File: src/rtl/tt_tag_alloc_pkg.sv
// Shared types for the tag allocator: default-width tag and response templates.
package tt_tag_alloc_pkg;

  localparam int PKG_WIDTH      = 8;
  localparam int PKG_TAG_W      = $clog2(PKG_WIDTH);
  localparam int PKG_DATA_WIDTH = 4;

  typedef logic [PKG_TAG_W-1:0] tag_t;

  typedef struct packed {
    tag_t                      tag;
    logic [PKG_DATA_WIDTH-1:0] data;
  } rsp_t;

endpackage

File: src/rtl/tt_ffs.sv
// Find-first-set: encodes the first asserted request in the chosen direction
// and forwards that lane's data.
module tt_ffs #(
  parameter int  WIDTH      = 8,
  parameter int  DATA_WIDTH = 1,
  parameter bit  DIR_L2H    = 1'b1,
  localparam int ENC_W      = $clog2(WIDTH)
) (
  input  logic [WIDTH-1:0]                 req_in,
  input  logic [WIDTH-1:0][DATA_WIDTH-1:0] data_in,
  output logic                             vld_out,
  output logic [ENC_W-1:0]                 enc_out,
  output logic [DATA_WIDTH-1:0]            data_out
);

  // Priority scan; first hit in scan order wins.
  always_comb begin
    logic [ENC_W-1:0] k;
    vld_out  = 1'b0;
    enc_out  = '0;
    data_out = '0;
    k        = '0;
    for (int i = 0; i < WIDTH; i++) begin
      k = ENC_W'(DIR_L2H ? i : (WIDTH - 1 - i));
      if (!vld_out && req_in[k]) begin
        vld_out  = 1'b1;
        enc_out  = k;
        data_out = data_in[k];
      end else begin
        vld_out  = vld_out;
      end
    end
  end

endmodule

File: src/rtl/tt_tag_alloc.sv
// Tag allocator with per-tag payload store; a release returns the payload
// one cycle later.
module tt_tag_alloc
  import tt_tag_alloc_pkg::*;
#(
  parameter int WIDTH      = 8,
  parameter int TAG_W      = $clog2(WIDTH),
  parameter int DATA_WIDTH = 4,
  parameter bit DIR_L2H    = 1'b1
) (
  input  logic                  i_clk,
  input  logic                  i_reset_n,
  input  logic                  i_alloc_req,
  input  logic [DATA_WIDTH-1:0] i_alloc_data,
  output logic                  o_alloc_gnt,
  output logic [TAG_W-1:0]      o_alloc_tag,
  input  logic                  i_rel_vld,
  input  logic [TAG_W-1:0]      i_rel_tag,
  output logic                  o_rsp_vld,
  output logic [TAG_W-1:0]      o_rsp_tag,
  output logic [DATA_WIDTH-1:0] o_rsp_data,
  output logic                  o_rel_err,
  output logic [WIDTH-1:0]      o_busy,
  output logic [TAG_W:0]        o_count,
  output logic                  o_full,
  output logic                  o_empty
);

  logic [WIDTH-1:0]      busy_r;
  logic [WIDTH-1:0]      busy_nxt;
  logic [TAG_W:0]        count_r;
  logic [TAG_W:0]        count_nxt;
  logic [DATA_WIDTH-1:0] payload_r [WIDTH];
  logic                  rsp_vld_r;
  logic [TAG_W-1:0]      rsp_tag_r;
  logic [DATA_WIDTH-1:0] rsp_data_r;
  logic                  rel_err_r;

  logic                  ffs_vld;
  logic [TAG_W-1:0]      ffs_enc;
  logic [0:0]            ffs_data;
  logic                  alloc_fire;
  logic                  rel_hit;
  logic [WIDTH-1:0]      rel_oh;
  logic [WIDTH-1:0]      alloc_oh;

  tt_ffs #(
    .WIDTH      (WIDTH),
    .DATA_WIDTH (1),
    .DIR_L2H    (DIR_L2H)
  ) u_ffs (
    .req_in   (~busy_r),
    .data_in  ('0),
    .vld_out  (ffs_vld),
    .enc_out  (ffs_enc),
    .data_out (ffs_data)
  );

  // The data lane is tied to zero, so folding it in leaves the grant unchanged.
  assign o_alloc_gnt = ffs_vld & ~ffs_data[0];
  assign o_alloc_tag = ffs_enc;

  assign alloc_fire = i_alloc_req & o_alloc_gnt;
  assign rel_hit    = i_rel_vld & busy_r[i_rel_tag];
  assign rel_oh     = WIDTH'(1) << i_rel_tag;
  assign alloc_oh   = WIDTH'(1) << o_alloc_tag;

  // Next busy vector and occupancy; the allocated tag was free before the release.
  always_comb begin
    busy_nxt  = busy_r;
    count_nxt = count_r;
    if (rel_hit) begin
      busy_nxt = busy_nxt & ~rel_oh;
    end else begin
      busy_nxt = busy_nxt;
    end
    if (alloc_fire) begin
      busy_nxt = busy_nxt | alloc_oh;
    end else begin
      busy_nxt = busy_nxt;
    end
    if (alloc_fire && !rel_hit) begin
      count_nxt = count_r + (TAG_W+1)'(1);
    end else if (!alloc_fire && rel_hit) begin
      count_nxt = count_r - (TAG_W+1)'(1);
    end else begin
      count_nxt = count_r;
    end
  end

  // Tag state and release response registers.
  always_ff @(posedge i_clk or negedge i_reset_n) begin
    if (!i_reset_n) begin
      busy_r     <= '0;
      count_r    <= '0;
      rsp_vld_r  <= 1'b0;
      rsp_tag_r  <= '0;
      rsp_data_r <= '0;
      rel_err_r  <= 1'b0;
    end else begin
      busy_r    <= busy_nxt;
      count_r   <= count_nxt;
      rsp_vld_r <= rel_hit;
      rel_err_r <= i_rel_vld & ~busy_r[i_rel_tag];
      if (rel_hit) begin
        rsp_tag_r  <= i_rel_tag;
        rsp_data_r <= payload_r[i_rel_tag];
      end else begin
        rsp_tag_r  <= rsp_tag_r;
        rsp_data_r <= rsp_data_r;
      end
    end
  end

  // Payload store; slots are only read once written, so no reset.
  always_ff @(posedge i_clk) begin
    if (alloc_fire) begin
      payload_r[o_alloc_tag] <= i_alloc_data;
    end else begin
      payload_r[o_alloc_tag] <= payload_r[o_alloc_tag];
    end
  end

  assign o_rsp_vld  = rsp_vld_r;
  assign o_rsp_tag  = rsp_tag_r;
  assign o_rsp_data = rsp_data_r;
  assign o_rel_err  = rel_err_r;
  assign o_busy     = busy_r;
  assign o_count    = count_r;
  assign o_full     = (count_r == (TAG_W+1)'(WIDTH));
  assign o_empty    = (count_r == (TAG_W+1)'(0));

endmodule

File: config.mk
export PLATFORM = sky130hd
export DESIGN_NAME = tt_tag_alloc
export DESIGN_NICKNAME = d
export VERILOG_FILES = /design/src/rtl/tt_tag_alloc_pkg.sv /design/src/rtl/tt_ffs.sv /design/src/rtl/tt_tag_alloc.sv
export SDC_FILE = /design/constraint.sdc
export NUM_CORES = 1
export LEC_CHECK = 0
export CAP_MARGIN = 20
export CORE_MARGIN = 4
export CORE_UTILIZATION = 53
export CTS_CLUSTER_SIZE = 20
export DETAILED_ROUTE_END_ITERATION = 16
export PLACE_DENSITY = 0.79
export SLEW_MARGIN = 20
export SYNTH_ARGS = -nofsm -noshare
export SYNTH_HDL_FRONTEND = slang
export SYNTH_SLANG_ARGS = --single-unit
File: constraint.sdc
create_clock -name i_clk -period 2.7 [get_ports i_clk]
set_clock_uncertainty 0.05 [all_clocks]
set_input_delay 0.54 -clock i_clk [delete_from_list [all_inputs] [get_ports i_clk]]
set_output_delay 0.54 -clock i_clk [all_outputs]
set_load 0.05 [all_outputs]
### After elaboration in Yosys (flattened, before gate mapping)

Memory sizes are Yosys's and may differ from the RTL's. A register that Yosys moved wholly into a read port is not among the register bits.
Index checks and enable logic that the tools add are counted.

| word-level totals | value |
|---|---|
| register bits | 17 |
| memory bits (writable) | 32 |
| bits of input ports | 11 |
| output and inout bits | 27 |
| logic and storage cells | 69 |
| memories | 1 |

Memory list:

| name | depth | bits a word | read ports | clocked after Yosys merged registers in | wr ports | RTL line | RTL |
|---|---|---|---|---|---|---|---|
| payload_r | 8 | 4 | 1 | 1 | 1 | tt_tag_alloc.sv:33 | `logic [DATA_WIDTH-1:0] payload_r [WIDTH];` |

| operators by class | value |
|---|---|
| $add $sub $neg | 2 |
| magnitude comparators | 1 |
| equality and inequality tests | 2 |
| shift-type cells | 2 |
| mux-type cells | 25 |
| bitwise logic cells | 9 |
| reduce and logical (&&, ||, !) cells | 22 |

Operator list:

| cell | number |
|---|---|
| 8-bit two-way mux | 2 |
| 8-bit inverter | 2 |
| 1-bit by 3-bit << shifter with 8-bit output, first input constant | 2 |
| 1-bit two-way mux | 13 |
| 3-bit two-way mux | 4 |
| 4-bit two-way mux | 3 |
| 1-bit zero test | 10 |
| 1-bit logical AND | 9 |
| 8-bit bitwise AND | 1 |
| 8-bit OR | 1 |
| 4-bit by 1-bit adder with 4-bit output, second input constant | 1 |
| 4-bit equality test, second input constant | 1 |
| 4-bit zero test | 1 |
| 3-bit by 4-bit less-than comparator with 1-bit output, second input constant | 1 |
| 2-bit two-way mux | 2 |
| 4-bit by 1-bit subtractor with 4-bit output, second input constant | 1 |
| 1-bit bitwise AND | 3 |
| 1-bit binary-select mux with 3-bit select | 1 |
| 2-bit AND reduction | 1 |
| 2-bit nonzero test | 1 |
| 0-bit inequality test | 1 |
| 1-bit inverter | 1 |
| 1-bit OR | 1 |

### Logic depth before layout (Yosys ltp)

| depth | value |
|---|---|
| depth after elaboration | 28 |
| mapped depth | 12 |
| depth with buffers taken out | 10 |

### Cells and area by module

Synthesis repeated with hierarchy kept, for this count alone.

| second synthesis, totals | value |
|---|---|
| cells, all modules | 179 |
| area total of the unflattened synthesis | 2565.0 um^2 |

Modules (own cells, without submodules):

| module | times used | cells an instance | area an instance (um^2) | sequential area each (um^2) |
|---|---|---|---|---|
| tt_tag_alloc | 1 | 150 | 2384.8 | 1486.4 |
| tt_ffs | 1 | 29 | 180.2 | 0.0 |

### Worst setup path after synthesis

Ideal clock, no wire load.

| path | value |
|---|---|
| path type | reg2out |
| start | register count_r[0] (netlist: o_count[0]) |
| end | output port o_full |
| data arrival time | 2.357 ns |
| data required time | 2.110 ns |
| setup slack | -0.247 ns |
| cell stages (with the launch flop) | 2 |
| buffers on the path | 0 |
| cell sequence | dfrtp_1 > nor4b_1 |

| between the ends | value |
|---|---|
| word-level cells in the longest chain between the ends | 1 |

Ends and longest elaborated chain:

| element | RTL line | RTL |
|---|---|---|
| from (decl) | tt_tag_alloc.sv:31 | `logic [TAG_W:0] count_r;` |
| from (signal assigned) | tt_tag_alloc.sv:102 | `count_r <= count_nxt;` |
| 4-bit equality test | tt_tag_alloc.sv:130 | `assign o_full = (count_r == (TAG_W+1)'(WIDTH));` |
| to (decl) | tt_tag_alloc.sv:25 | `output logic o_full,` |

Every way passes these cells.

### Worst setup path after layout

| path | value |
|---|---|
| start | input port i_rel_tag[1] |
| end | register count_r[3] (netlist: o_count[3]) |

| between the ends | value |
|---|---|
| word-level cells in the longest chain between the ends | 6 |
| elaborated cells between the ends (all ways) | 8 |
| those cells by class | mux (3); bitwise (1); reduce/logical (4) |

Ends and longest elaborated chain:

| element | RTL line | RTL |
|---|---|---|
| from (decl) | tt_tag_alloc.sv:18 | `input logic [TAG_W-1:0] i_rel_tag,` |
| 1-bit binary-select mux with 3-bit select (*) | tt_tag_alloc.sv:64 | `assign rel_hit = i_rel_vld & busy_r[i_rel_tag];` |
| 1-bit two-way mux (not written as such) (*) | tt_tag_alloc.sv:64 |  |
| 1-bit bitwise AND (*) | tt_tag_alloc.sv:64 |  |
| 1-bit zero test | tt_tag_alloc.sv:82 | `if (alloc_fire && !rel_hit) begin` |
| 1-bit logical AND | tt_tag_alloc.sv:82 |  |
| 4-bit two-way mux or 2-bit nonzero test (tied branches) | - |  |

Mark *: on every way between the ends. The rest lies on a longest branch, timed or not. The select of a mux whose other input is x is not followed.
A chain may end at the register's enable or synchronous reset.

==> out/qor.csv <==
stage;metric;value;unit
final_layout;fin_nets;218;
floorplanning;die_y;74.8;um
worst_setup_path;crit_chain;clkdlybuf4s15_1 > mux2_2 > o22a_1 > nand3_4 > ha_4 > inv_2 > ha_1 > a21o_1 > a21oi_2 > mux2i_1 > xnor2_1;
drt;drtIter0Drc;108;
final_layout;drive_above_1_share;25.0;%
worst_hold_path;hp-class;flip-flop to flip-flop;
synthesis;synthFlopType;edfxtp_1;
synthesis;postSynthAreaPerCell;16.0;sq um
power_and_ir_drop;switchingPower;0.00153;W
timing;hold_viol_final;0;
timing;clock.fmax;393;MHz
worst_setup_path;crit_arrival;2730;ps
synthesis;ys_seq_area_share;62.9;%
floorplanning;die_w;74.8;um
synthesis;ys_warn_count;0;
drt;vias_per_cell;5.80;
cts;h-tree-depth;2;
final_layout;antenna_cells;0;
synthesis;synthCells;148;
grt;grt_util_all_layers;18.2;%
final_layout;final_area;3020;sq um
cts;clkTransAtPathRegs;100;ps
timing;rsz0062_at_grt;false;
worst_setup_path;worst-endpoint-required;2890;ps
place;io_buffers;37;
grt;grt_pass1_wl;7480;um
power_and_ir_drop;power.share.clock;13.5;%
power_and_ir_drop;leakage;1.17;nW
drt;first_pass_iters;4;
synthesis;ys_ff_latch;53;
cts;post_cts.repair.setup_buffers;0;
run;drv_cap;0;
floorplanning;pin_count;38;
floorplanning;start_util;54.7;%
worst_setup_path;end_kind;flip-flop;
drt;drcViolationCount;0;
power_and_ir_drop;switching_share;44.0;%
cts;cts_tree;done;
power_and_ir_drop;power;0.00348;W
power_and_ir_drop;internal-power;0.00195;W
worst_setup_path;slowest_delay;380;ps
power_and_ir_drop;power_frac_comb;49.8;%
cts;cts_resized;2;
place;place_hpwl;3390;um
cts;clock_path_buffers;2;
worst_setup_path;worst-setup-path-type;input port to flip-flop;
synthesis;yosys-top-cells-area;edfxtp_1 (41%), dfrtp_1 (22%), mux4_1 (8.9%);
drt;antenna_left;0;
timing;hold_ws;461;ps
grt;first_global_vias;1497;
outcome;status;complete, no violations;
cts;postCtsHoldBufs;0;
power_and_ir_drop;power.density;1150;nW/um^2
worst_setup_path;cp-start-kind;input port;
floorplanning;std_cell_rows;24;
synthesis;yosys.area.top_type;edfxtp_1;
synthesis;ys_types;38;
synthesis;syn-cell-area;2360;sq um
drt;routed_wl;4630;um
worst_setup_path;crit_path_top_delay_cell;mux2_2;
synthesis;synth_top_area_share;40.7;%
timing;period_share;94.3;%
power_and_ir_drop;pwr-share-seq;36.7;%
drt;via_count;1484;
synthesis;yosysMostFrequentCell;edfxtp_1;
drt;wl_per_cell;18.1;um
place;gp_congestion;0.990;
place;place_area;2920;sq um
synthesis;synth_commonest_cells;edfxtp_1 (32), dfrtp_1 (21), mux2_2 (16);
final_layout;syn2layout_area_growth;27.7;%
grt;gr-total-overflow;0;
timing;drv_slew;0;
worst_setup_path;cp_max_fo;7;
floorplanning;dieArea;5590;sq um
timing;finalCriticalPeriod;2540;ps
timing;finalSetupViolCount;0;
cts;numCtsBuffers;5;
grt;antenna_found_initial;0;
synthesis;syn-num-nets;163;
power_and_ir_drop;ir_worst_vdd;0.00102;V
synthesis;synth_edf_count;32;
synthesis;async_reset_ff_share;39.6;%
cts;insertion_delay;300;ps
floorplanning;core-area;4320;sq um
timing;tightest_slew;739;ps
grt;grt_max_degree;22;
cts;cts-root-buf;clkbuf_8;
cts;numClockSinks;53;
timing;slew_headroom;50.3;%
power groups by stage:
stage | Combinational (W) | Clock (W) | Sequential (W)
after global placement | 0.00170 | 0 | 0.00128
final | 0.00173 | 0.000469 | 0.00128
after CTS | 0.00174 | 0.000479 | 0.00128
after floorplan | 0.000713 | 0 | 0.00173
after global routing | 0.00183 | 0.000511 | 0.00131
after detailed placement | 0.00173 | 0 | 0.00130
final cells by class:
| type | count | area, sq um |
|---|---|---|
| inverters | 6 | 22.5 |
| clock buffers | 6 | 82.6 |
| clock inverters | 2 | 16.3 |
| repair buffers | 53 | 487 |
| flip-flops and latches | 53 | 1490 |
| well taps | 52 | 65.1 |
| multi-input cells | 84 | 858 |
| fillers | 275 | 1310 |
final timing paths:
kind	start	to	slack, ps	cells after the start
worst max-delay path	i_rel_tag[1]	o_count[3]$_DFFE_PN0P_	160	11
worst min-delay path	o_rsp_data[3]$_DFFE_PN0P_	o_rsp_data[3]$_DFFE_PN0P_	460	1
worst max register to register	o_busy[0]$_DFF_PN0_	o_count[3]$_DFFE_PN0P_	180	10
worst min register to register	o_rsp_data[3]$_DFFE_PN0P_	o_rsp_data[3]$_DFFE_PN0P_	460	1
max in group asynchronous	i_reset_n	o_busy[4]$_DFF_PN0_	1850	2
min in group asynchronous	i_reset_n	o_rsp_data[0]$_DFFE_PN0P_	520	2
cells in the final DEF (no fill, tap or decap), types with 2 or more instances in the layout:
master,count
edfxtp_1,32
clkdlybuf4s50_1,30
dfrtp_1,21
buf_4,19
mux2_2,16
nand2_1,9
mux4_1,8
o32a_1,7
nor2_1,6
clkbuf_8,6
inv_1,5
nor2b_1,3
xnor2_1,3
o22a_1,2
a21o_1,2
and3_1,2
nor4_1,2
ha_1,2
dlymetal6s2s_1,2
routing by layer:
metal  vias up  wire [um]  GRT usage, %
met1       732       1960          24.4
met3         9        255          5.07
li1        691          -             -
met4         0         74          6.13
met5         -          0             0
met2        52       2340          29.0
stage by stage:
step	TNS (ps)	setup WS (ps)	std cells	utilization (%)
2_1_floorplan	0	3.90	148	-
3_3_place_gp	-945	-384	248	67.4
3_5_place_dp	-1200	-467	248	67.4
4_1_cts	0	88.0	256	69.6
5_1_grt	0	6.46	256	69.8
6_report	0	155	256	69.8
state kept, by name, summed over array words and instances (netlist names):
signal      count
o_rsp_vld       1
o_count         4
o_rsp_tag       3
payload_r      32
o_busy          8
o_rsp_data      4
o_rel_err       1
worst max-delay path, delay by kind of cell:
kind                     cells  cell delay [ps]
multiplexers                 2              600
AND/OR/NAND/NOR              1              110
buffers and inverters        2              370
AO/OA/AOI/OAI                3              560
adder cells (fa/ha/maj)      2              400
XOR/XNOR                     1              130
cell families after synthesis:
group                    Yosys count  share of synthesized area, %
AND/OR/NAND/NOR                   32                          7.20
buffers and inverters             11                          2.43
AO/OA/AOI/OAI                     20                          6.99
XOR/XNOR                           3                          1.11
flip-flops                        53                          62.9
adder cells (fa/ha/maj)            4                          2.44
multiplexers                      25                          16.9
No activity file was read; power rests on OpenSTA's default activity.
